[config.mk]
export PLATFORM = sky130hd
export DESIGN_NAME = arccos_search
export DESIGN_NICKNAME = d
export VERILOG_FILES = /design/src/rtl/arccos_search_pkg.sv /design/src/rtl/arccos_search_cosine_approx.sv /design/src/rtl/arccos_search.sv
export SDC_FILE = /design/constraint.sdc
export NUM_CORES = 1
export LEC_CHECK = 0
export BUFFER_PORTS_ARGS = -buffer_cell sky130_fd_sc_hd__buf_2
export CAP_MARGIN = 30
export CORE_MARGIN = 4
export CORE_UTILIZATION = 30
export DETAILED_ROUTE_END_ITERATION = 16
export PLACE_DENSITY = 0.57
export REMOVE_ABC_BUFFERS = 1
export SETUP_SLACK_MARGIN = 0.1
export SYNTH_ARGS = -nofsm -noshare
export SYNTH_HDL_FRONTEND = slang
export SYNTH_HIERARCHICAL = 1
export SYNTH_SLANG_ARGS = --single-unit
[constraint.sdc]
create_clock -name clk -period 6.1 [get_ports clk]
set_input_delay 1.22 -clock clk [delete_from_list [all_inputs] [get_ports clk]]
set_output_delay 1.22 -clock clk [all_outputs]
set_load 0.005 [all_outputs]
[src/rtl/arccos_search_pkg.sv]
// Shared S3.4 fixed-point constants and FSM encodings for the arccos bisection search.
package arccos_search_pkg;

  localparam int TOTAL_WIDTH = 8;
  localparam int FRAC_BITS   = 4;
  localparam int ONE         = 1 << FRAC_BITS;
  // pi in S3.4, floor(3.14159 * 16)
  localparam int X_MAX       = 50;
  localparam int ITER        = 6;
  localparam int CNT_W       = 3;

  typedef enum logic [1:0] {
    IDLE   = 2'd0,
    SEARCH = 2'd1,
    DONE   = 2'd2
  } state_t;

endpackage

[src/rtl/arccos_search_cosine_approx.sv]
// Combinational S3.4 cosine over 0..pi: each entry is 16*cos(x/16) truncated toward zero,
// so the table never reaches -1.0 and is non-increasing across the whole range.
module cosine_approx #(
  parameter int TOTAL_WIDTH = 8
) (
  input  logic        [TOTAL_WIDTH-1:0] x,
  output logic signed [TOTAL_WIDTH-1:0] c
);

  localparam int LUT_LAST = 50;

  localparam logic signed [7:0] COS_LUT [0:LUT_LAST] = '{
     8'sd16,  8'sd15,  8'sd15,  8'sd15,  8'sd15,  8'sd15,  8'sd14,  8'sd14,  8'sd14,  8'sd13,
     8'sd12,  8'sd12,  8'sd11,  8'sd11,  8'sd10,  8'sd9,   8'sd8,   8'sd7,   8'sd6,   8'sd5,
     8'sd5,   8'sd4,   8'sd3,   8'sd2,   8'sd1,   8'sd0,   8'sd0,  -8'sd1,  -8'sd2,  -8'sd3,
    -8'sd4,  -8'sd5,  -8'sd6,  -8'sd7,  -8'sd8,  -8'sd9,  -8'sd10, -8'sd10, -8'sd11, -8'sd12,
    -8'sd12, -8'sd13, -8'sd13, -8'sd14, -8'sd14, -8'sd15, -8'sd15, -8'sd15, -8'sd15, -8'sd15,
    -8'sd15
  };

  logic [5:0] idx;
  logic       in_range;

  always_comb begin
    idx      = x[5:0];
    in_range = (x <= TOTAL_WIDTH'(LUT_LAST));
    // Angles past pi are never probed by the search; hold the pi value there.
    if (in_range) begin
      c = TOTAL_WIDTH'(COS_LUT[idx]);
    end else begin
      c = TOTAL_WIDTH'(COS_LUT[LUT_LAST]);
    end
  end

endmodule

[src/rtl/arccos_search.sv]
// Bisection inverse of cosine_approx: returns the smallest S3.4 angle in 0..pi whose
// cosine is at or below the clamped request, with fixed ITER-cycle latency.
module arccos_search #(
  parameter int TOTAL_WIDTH = arccos_search_pkg::TOTAL_WIDTH,
  parameter int FRAC_BITS   = arccos_search_pkg::FRAC_BITS,
  parameter int ONE         = arccos_search_pkg::ONE,
  parameter int X_MAX       = arccos_search_pkg::X_MAX,
  parameter int ITER        = arccos_search_pkg::ITER
) (
  input  logic                          clk,
  input  logic                          rst_n,
  input  logic                          in_valid,
  output logic                          in_ready,
  input  logic signed [TOTAL_WIDTH-1:0] y_in,
  output logic                          out_valid,
  input  logic                          out_ready,
  output logic        [TOTAL_WIDTH-1:0] x_out,
  output logic                          sat
);

  import arccos_search_pkg::state_t;
  import arccos_search_pkg::IDLE;
  import arccos_search_pkg::SEARCH;
  import arccos_search_pkg::DONE;
  import arccos_search_pkg::CNT_W;

  // A zero ONE override falls back to the value implied by the fraction width.
  localparam int ONE_EFF = (ONE != 0) ? ONE : (1 << FRAC_BITS);

  localparam logic signed [TOTAL_WIDTH-1:0] POS_ONE  = TOTAL_WIDTH'(ONE_EFF);
  localparam logic signed [TOTAL_WIDTH-1:0] NEG_ONE  = TOTAL_WIDTH'(-ONE_EFF);
  localparam logic        [TOTAL_WIDTH-1:0] X_MAX_W  = TOTAL_WIDTH'(X_MAX);
  localparam logic        [CNT_W-1:0]       CNT_LAST = CNT_W'(ITER - 1);

  state_t                          state_q, state_d;
  logic signed [TOTAL_WIDTH-1:0]   y_q, y_d;
  logic        [TOTAL_WIDTH-1:0]   lo_q, lo_d;
  logic        [TOTAL_WIDTH-1:0]   hi_q, hi_d;
  logic        [CNT_W-1:0]         cnt_q, cnt_d;
  logic                            sat_q, sat_d;

  logic        [TOTAL_WIDTH-1:0]   mid_sum;
  logic        [TOTAL_WIDTH-1:0]   mid;
  logic signed [TOTAL_WIDTH-1:0]   c;
  logic                            y_above;
  logic                            y_below;

  cosine_approx #(
    .TOTAL_WIDTH (TOTAL_WIDTH)
  ) u_cosine_approx (
    .x (mid),
    .c (c)
  );

  always_comb begin
    mid_sum = lo_q + hi_q;
    mid     = mid_sum >> 1;
    y_above = (y_in > POS_ONE);
    y_below = (y_in < NEG_ONE);

    state_d = state_q;
    y_d     = y_q;
    lo_d    = lo_q;
    hi_d    = hi_q;
    cnt_d   = cnt_q;
    sat_d   = sat_q;

    case (state_q)
      IDLE: begin
        if (in_valid) begin
          if (y_above) begin
            y_d = POS_ONE;
          end else if (y_below) begin
            y_d = NEG_ONE;
          end else begin
            y_d = y_in;
          end
          sat_d   = y_above || y_below;
          lo_d    = '0;
          hi_d    = X_MAX_W;
          cnt_d   = '0;
          state_d = SEARCH;
        end
      end

      SEARCH: begin
        // Lower-bound bisection: keep hi on a candidate, push lo past rejected angles.
        if (lo_q < hi_q) begin
          if (c > y_q) begin
            lo_d = mid + TOTAL_WIDTH'(1);
          end else begin
            hi_d = mid;
          end
        end
        cnt_d = cnt_q + CNT_W'(1);
        if (cnt_q == CNT_LAST) begin
          state_d = DONE;
        end
      end

      DONE: begin
        if (out_ready) begin
          state_d = IDLE;
        end
      end

      default: begin
        state_d = IDLE;
      end
    endcase
  end

  always_ff @(posedge clk or negedge rst_n) begin
    if (!rst_n) begin
      state_q <= IDLE;
      y_q     <= '0;
      lo_q    <= '0;
      hi_q    <= '0;
      cnt_q   <= '0;
      sat_q   <= 1'b0;
    end else begin
      state_q <= state_d;
      y_q     <= y_d;
      lo_q    <= lo_d;
      hi_q    <= hi_d;
      cnt_q   <= cnt_d;
      sat_q   <= sat_d;
    end
  end

  assign in_ready  = (state_q == IDLE);
  assign out_valid = (state_q == DONE);
  assign x_out     = lo_q;
  assign sat       = sat_q;

endmodule

== After elaboration in Yosys (flattened, before gate mapping) ==
Memories as Yosys holds them, arrays and structs flattened.
Cells that the tools add are included.
Operators by class
  order comparisons: 6
  add/subtract/negate cells: 3
  eq/ne operators: 9
  reduce and logical (&&, ||, !) cells: 8
  muxes and demuxes: 19
  bitwise gates (word level): 1
Operator list (number)
  $mux W8: 11
  $pmux W8 S2: 2
  $ne A2 B2 Y1 const B: 5
  $add A7 B1 Y8 const B: 1
  $add A8 B8 Y8: 1
  $gt A8 B6 Y1 const B: 1
  $gt A8 B8 Y1: 1
  $lt A8 B5 Y1 const B: 1
  $lt A8 B8 Y1: 1
  $reduce_and A4 Y1: 2
  $ge A7 B7 Y1 const B: 1
  $le A7 B6 Y1 const B: 1
  $not A6 Y7: 1
  $mux W2: 3
  $pmux W2 S3: 1
  $pmux W3 S2: 1
  $reduce_and A2 Y1: 2
  $add A3 B1 Y3 const B: 1
  $eq A3 B3 Y1 const B: 1
  $mux W3: 1
  $reduce_and A3 Y1: 1
  $eq A2 B1 Y1 const B: 1
  $eq A2 B2 Y1 const B: 1
  $logic_not A2 Y1: 1
  other kinds (3): 3
Storage, ports and cells
  memory bits (read-only): 512
  output and inout port bits: 11
  memories kept: 1
  flip-flop bits (word level): 30
Memory list
  (no name shown): depth 64, width 8, rd ports 1, clocked after Yosys merged registers in 0, wr ports 0, line arccos_search_cosine_approx.sv:29  | c = TOTAL_WIDTH'(COS_LUT[idx]);

== Logic depth before layout (Yosys ltp) ==
Gate-level depths: netlist of run 1.
  word-level depth: 10
  gate-level depth with buffers: 21
  depth with buffers taken out: 18

== Hierarchy ==
Netlist of run 1, hierarchy kept.
Modules (own cells, without submodules)
  arccos_search: area each 2250.9 µm², cells each 240, instances 1, seq. area each 725.7 µm²
  cosine_approx: area each 485.5 µm², cells each 71, instances 1, seq. area each 0.0 µm²

== Least setup slack after synthesis of run 1 ==
Ideal clock, no wire load.
  path kind: register to register
  start point: register lo_q[1], in the netlist x_out[1]
  end point: register lo_q[2], in the netlist x_out[2]
  cell stages (with the launch flop): 17
  setup slack: 1.772 ns
  period minus slack after synthesis: 4.328 ns
  required time: 5.975 ns
  arrival: 4.204 ns
  cells stage by stage: dfrtp_1 -> inv_1 -> fa_1 -> xor2_1 -> inv_1 -> ha_1 -> nand2b_1 -> a21o_1 -> a21oi_1 -> o41a_1 -> ha_1 -> nor2b_1 -> o211ai_1 -> a21oi_1 -> o221ai_1 -> o2bb2ai_4 -> mux2_2
On the way
  word-level cells in the longest chain between the ends: 9
Ends and longest elaborated chain
  start, declared: line arccos_search.sv:37  | logic [TOTAL_WIDTH-1:0] lo_q, lo_d;
  start signal, assigned: line arccos_search.sv:124  | lo_q <= lo_d;
  $add A8 B8 Y8 (*): line arccos_search.sv:56  | mid_sum = lo_q + hi_q;
  named net mid_sum[2]: line arccos_search.sv:42  | logic [TOTAL_WIDTH-1:0] mid_sum;
  $not A6 Y7 (implied by the code): line arccos_search_cosine_approx.sv:29
  $mem_v2 Z64 W8
  $mux W8 (implied by the code) (2 in a row): line arccos_search_cosine_approx.sv:29
  $mux W8 (*): line arccos_search_cosine_approx.sv:28  | if (in_range) begin
  named net c[1]: line arccos_search.sv:44  | logic signed [TOTAL_WIDTH-1:0] c;
  $gt A8 B8 Y1 (*): line arccos_search.sv:89  | if (c > y_q) begin
  $ne A2 B2 Y1 (no source line) (*)
  $reduce_and A4 Y1 (no source line) (*)
Mark *: on every way through the listed nets, which the timed path passes. The rest lies on a longest branch. The select of a mux whose other input is x is not followed.
A chain may end at the register's enable or synchronous reset.

== Final worst setup path of run 1 ==
  start point: register lo_q[2], in the netlist x_out[2]
  end point: register lo_q[4], in the netlist x_out[4]
The elaborated chain is that of the path after synthesis.

==> flow_summary_export.csv, run 1 <==
group,metric,value,unit
setup_path,cp_slowest_cell,"inv_1",
timing,whs,0.481,ns
drt,vias_per_cell,4.98,
floorplan,core_area,8810,µm²
floorplan,ios,23,
logic_synthesis,yosys_warnings,6,
floorplan,rows,34,
timing,finalSetupViolations,0,
final_layout,antenna_cells,0,
clock_tree,clock-root-buffer,"clkbuf_8",
timing,relSlewSlack,54.8,%
clock_tree,cts_setup_buffers,0,
timing,finalSetupTns,0,ns
run,maxCapViolCount,0,
global_route,grt_pass1_vias,2147,
final_layout,area_growth,9.83,%
drt,drc,0,
logic_synthesis,syn_area,2740,µm²
logic_synthesis,synth_top_family_by_area,"simple AND/OR/NAND/NOR gates",
setup_path,cp_max_fo,24,
logic_synthesis,synth.area.mux_share,5.12,%
setup_path,crit_path_max_incr_delay,0.54,ns
clock_tree,htreeDepth,2,
drt,num_vias,2181,
setup_path,critPathBufInv,1,
timing,final_max_slew_viol_count,0,
setup_path,critical_path.endpoint_type,"register",
placed_design,io_buffers,22,
hold_path,min_path_type,"reg -> reg",
logic_synthesis,seq_area_frac_synth,26.5,%
final_layout,fillers,889,
drt,antenna_left,0,
final_layout,final_nets,373,
floorplan,die_h,104,µm
logic_synthesis,synthSimpleGateAreaFrac,22.4,%
global_route,grt_usage,11.8,%
global_route,grt_pass1_wl,10500,µm
setup_path,required,6.26,ns
logic_synthesis,synthDominantCellAreaShare,26.5,%
drt,totalWireLength,6120,µm
clock_tree,cts_inserted_buffers,5,
setup_path,cp_top_family,"compound AO/OA/AOI/OAI gates",
logic_synthesis,yosysUniqueCellTypes,69,
placed_design,dp_hpwl,4790,µm
final_layout,layout-drive-gt1-share,16.7,%
logic_synthesis,yosys.area.top_type,"dfrtp_1",
clock_tree,cts_tree,"built",
logic_synthesis,yosysMostFrequentCell,"inv_1",
logic_synthesis,syn_inst,311,
clock_tree,clkSlewWorstSetupHoldPaths,0.07,ns
drt,drtIter0Drc,109,
clock_tree,cts.sinks,29,
drt,wl_per_cell,14.0,µm
global_route,antenna_found_initial,0,
setup_path,cp-start-kind,"register",
logic_synthesis,ys_top_cells_by_area,"dfrtp_1 27%, ha_1 14%, inv_1 4.4%, nand2_1 3.7%, nor2_1 2.9%",
timing,fin_crit_sh,83.4,%
floorplan,start_util,31.1,%
timing,setup_slack,1.01,ns
logic_synthesis,synth_common_cells,"32 x inv_1, 31 x ha_1, 29 x dfrtp_1, 27 x nand2_1, 21 x nor2_1",
placed_design,pre_cts_slack,1.02,ns
clock_tree,cts-resized-gates,0,
setup_path,cp.arrival,5.25,ns
placed_design,place_congestion,0.885,
logic_synthesis,yosys.area_share.xor_xnor,1.92,%
logic_synthesis,ys_seq_elements,29,
clock_tree,cts.path.max_buffers,2,
timing,fmax,196,MHz
logic_synthesis,synth_edf_count,0,
timing,worst_pin_slew,0.676,ns
setup_path,crit_type,"reg -> reg",
logic_synthesis,asyncSetResetFlopFracSynth,100,%
logic_synthesis,synth-main-ff-cell,"dfrtp_1",
drt,firstDrtPassIters,4,
timing,rsz0062_at_grt,"no",
placed_design,dpl_cell_area,2910,µm²
setup_path,path_cells,"ha_1, nor4bb_4, or4_1, and2_0, inv_1, nand2b_1, a21o_1, a21oi_1, o41a_1, ha_1, nor2b_1, o211ai_1, a21oi_1, o221ai_1, o2bb2ai_4, mux2_2",
timing,worst_clock_skew,0.00826,ns
global_route,grt_max_degree,30,
logic_synthesis,syn_avg_cell_area,8.80,µm²
timing,min_period,5.09,ns
final_layout,final_area,3010,µm²
clock_tree,cts_hold_buf,0,
logic_synthesis,synthAdderAreaFrac,14.9,%
logic_synthesis,synth-compound-area-share,20.7,%
outcome,status,"complete, no violations",
floorplan,die_area,10700,µm²
floorplan,die_w,104,µm
timing,hold_violations,0,
clock_tree,clk_latency,0.28,ns
global_route,grt-ovfl-total,0,
-- per-layer routing --
layer | wire [µm] | vias up | global-route usage [%]
met5 | 0 | - | 0
met4 | 80 | 0 | 4.46
met3 | 134 | 6 | 1.99
met2 | 2880 | 29 | 18.6
met1 | 3020 | 1002 | 16.0
li1 | - | 1144 | -
-- metrics by stage --
stage / utilization [%] / std cells
detailed placement: 33.0 / 430
global route: 34.1 / 438
CTS: 34.1 / 438
finish: 34.1 / 438
global placement: 33.0 / 430
floorplan: - / 298
-- worst paths after layout --
| path | from | to | slack, ns | cells after the start |
|---|---|---|---|---|
| max | x_out[2]$_DFFE_PN0P_ | x_out[4]$_DFFE_PN0P_ | 1.01 | 16 |
| min | sat$_DFFE_PN0P_ | sat$_DFFE_PN0P_ | 0.48 | 1 |
| max reg2reg | x_out[2]$_DFFE_PN0P_ | x_out[4]$_DFFE_PN0P_ | 1.01 | 16 |
| min reg2reg | sat$_DFFE_PN0P_ | sat$_DFFE_PN0P_ | 0.48 | 1 |
| max in group asynchronous | rst_n | hi_q[6]$_DFFE_PN0P_ | 4.70 | 1 |
| min in group asynchronous | rst_n | x_out[2]$_DFFE_PN0P_ | 0.98 | 1 |
-- layout by cell type, fill, tap and decap left out, drive strengths merged, types with 3 or more instances in the layout --
cell	Yosys	final
ha	31	31
clkbuf	4	6
dfrtp	29	29
inv	36	36
nand4	4	4
xnor2	4	4
nor2b	5	5
a21o	4	4
o211ai	4	4
mux2i	5	5
and2	4	4
a211oi	4	4
mux2	7	7
nand3	3	3
nor2	21	21
o2bb2ai	3	3
buf	10	24
or4	3	3
o311ai	3	3
nor3	12	12
a21oi	15	15
or3	3	3
or4b	3	3
o21ai	12	12
o21a	3	3
nand2	27	27
nand2b	8	8
a211o	3	3
-- sequential cells by signal (all words and copies together) (netlist names) --
| signal | count |
|---|---|
| x_out | 8 |
| y_q | 8 |
| hi_q | 7 |
| cnt_q | 3 |
| state_q | 2 |
| sat | 1 |
-- cell type report --
cell class / instances / area, µm² / share of cell area (%)
Inverter: 36 / 135 / 4.50
Timing Repair Buffer: 24 / 125 / 4.16
Multi-Input combinational cell: 233 / 1790 / 59.5
Tap cell: 108 / 135 / 4.50
Clock inverter: 2 / 13.8 / 0.458
Sequential cell: 29 / 726 / 24.1
Clock buffer: 6 / 82.6 / 2.75
-- kinds of logic (layout without fill, tap and decap cells) --
| kind of cell | count (synthesis) | in the layout |
|---|---|---|
| compound gates | 73 | 73 |
| fa+ha+maj | 32 | 32 |
| xor+xnor | 6 | 6 |
| simple gates | 108 | 108 |
| other cells | 1 | 2 |
| buf+inv | 50 | 68 |
| mux | 12 | 12 |
| flops | 29 | 29 |
-- worst register-to-register path, delay by kind of cell (launching register included) --
family / cells / cell delay, ns
AO/OA/AOI/OAI: 7 / 1.61
AND/OR/NAND/NOR: 5 / 1.24
adder cells (fa/ha/maj): 2 / 0.77
buffers and inverters: 1 / 0.54
flip-flops: 1 / 0.42
multiplexers: 1 / 0.38
Power of run 1 is left out: the tool's default activity adds up to more than one toggle a clock period on the data nets, which glitch-free logic cannot reach.
==> run 2, diff against run 1 <==
PLACE_DENSITY = 0.58   (was 0.57)
clock period = 4.5 ns   (was 6.1 ns; I/O delays follow)
==> run 2 against run 1 <==
Clock-buffer cell count grew 1. Die area is the same. Setup slack lost 0.69 ns. Sequential share of layout area shrank 1.9 points. Worst hold slack lost 0.0048 ns. Critical path type unchanged. Highest routed layer unchanged.
==> flow_summary_export.csv, run 2 (synthesized netlist as in run 1, its figures left out) <==
group,metric,value,unit
hold_path,min_path_type,"reg -> reg",
timing,rsz0062_at_grt,"no",
global_route,grt-ovfl-total,0,
final_layout,final_nets,392,
global_route,grt_usage,12.2,%
drt,totalWireLength,6430,µm
floorplan,start_util,31.1,%
placed_design,placed_cells,444,
floorplan,ios,23,
setup_path,cp_max_fo,13,
final_layout,instances_no_fill,457,
hold_path,hp-start,"sat$_DFFE_PN0P_",
floorplan,core_area,8810,µm²
drt,firstDrtPassIters,4,
run,maxCapViolCount,0,
outcome,status,"complete, no violations",
global_route,grt_pass1_vias,2236,
floorplan,die_h,104,µm
setup_path,cp.arrival,4.35,ns
final_layout,antenna_cells,0,
timing,fin_crit_sh,92.9,%
final_layout,final_core_util,37.0,%
drt,vias_per_cell,5.05,
floorplan,die_w,104,µm
setup_path,r2r-start,"x_out[6]$_DFFE_PN0P_",
setup_path,critPathLaunch,"x_out[6]$_DFFE_PN0P_",
placed_design,io_buffers,22,
final_layout,layout-drive-gt1-share,24.9,%
drt,num_vias,2306,
clock_tree,cts.sinks,29,
timing,relSlewSlack,53.2,%
clock_tree,cts.path.max_buffers,2,
placed_design,place_congestion,0.860,
clock_tree,htreeDepth,2,
final_layout,fillers,886,
global_route,antenna_found_initial,0,
placed_design,pre_cts_slack,-0.0175,ns
timing,final_max_slew_viol_count,0,
setup_path,crit_type,"reg -> reg",
placed_design,dp_hpwl,4950,µm
timing,min_period,4.18,ns
drt,drtIter0Drc,63,
drt,drc,0,
global_route,grt_pass1_wl,10900,µm
final_layout,mostFrequentLayoutCells,"30 x inv_1, 28 x ha_1, 28 x dfrtp_1",
final_layout,area_growth,19.2,%
floorplan,die_area,10700,µm²
timing,setup_slack,0.317,ns
timing,finalSetupTns,0,ns
clock_tree,cts_tree,"built",
timing,worst_pin_slew,0.700,ns
floorplan,rows,34,
timing,worst_clock_skew,0.00622,ns
final_layout,layout_commonest_cell,"inv_1",
setup_path,critical_path.endpoint_type,"register",
timing,hold_violations,0,
drt,wl_per_cell,14.1,µm
timing,fmax,239,MHz
clock_tree,cts_inserted_buffers,5,
setup_path,required,4.67,ns
setup_path,cp-start-kind,"register",
clock_tree,clk_latency,0.28,ns
clock_tree,clock-root-buffer,"clkbuf_8",
drt,antenna_left,0,
timing,finalSetupViolations,0,
clock_tree,clkSlewWorstSetupHoldPaths,0.07,ns
global_route,grt_max_degree,30,
[run 2: cell types whose count changed in the layout (fill, tap and decap cells not counted), moves of 2 or more]
cell	before	now
inv_1	32	30
ha_4	0	2
buf_4	2	18
ha_1	31	28
[run 2: cell type report]
type	count	area, µm²	share of cell area, %
clock buffer	7	86.3	2.65
clock inverter	1	30.0	0.921
inverter	36	149	4.57
multi-input combinational	233	1850	56.8
sequential	29	727	22.3
tap	108	135	4.14
timing repair buffer	42	277	8.48
timing repair inverter	1	5.00	0.153
[run 2: what timing repair did]
action | 4_1_cts | 5_1_grt
gates resized for setup | 1 | 19
hold buffers | 0 | 0
pin swaps | 0 | 4
cloned | 0 | 1
endpoints found under the setup margin | 13 | 15
setup buffers | 0 | 4
[run 2: final timing paths]
check                                  endpoint  slack [ns]  depth (start not counted)
setup / recovery            hi_q[6]$_DFFE_PN0P_        0.32                         18
hold / removal                  sat$_DFFE_PN0P_        0.48                          1
setup reg to reg            hi_q[6]$_DFFE_PN0P_        0.32                         18
hold reg to reg                 sat$_DFFE_PN0P_        0.48                          1
max in group asynchronous  x_out[1]$_DFFE_PN0P_        3.37                          1
min in group asynchronous    y_q[0]$_DFFE_PN0P_        0.66                          1
[run 2: worst max-delay path: stages, from the launching register on]
cell and delay (ns):
dfrtp_1 0.43, ha_1 0.41, or4b_1 0.49, o2111a_1 0.15
o311ai_1 0.07, buf_4 0.25, nand2b_1 0.16, a21oi_1 0.06
o41a_1 0.43, ha_1 0.31, nor2b_1 0.13, o211ai_1 0.15
a21oi_1 0.08, o221ai_1 0.19, buf_4 0.18, a21oi_4 0.06
buf_12 0.17, buf_4 0.13, a32o_1 0.19
[run 2: routing by layer]
metal  GRT usage (%)  routed length [µm]
met5               0                   0
met3            1.93                 181
met2            19.8                3030
met4            3.70                 113
met1            16.6                3100
[run 2: through the flow]
step	instance area [µm²]	hold slack (ns)
finish	3260	0.476
CTS	3130	0.481
detailed placement	3010	0.465
floorplan	2650	0.474
global route	3260	0.506
global placement	3010	0.456
Power of run 2 is left out for the same reason.
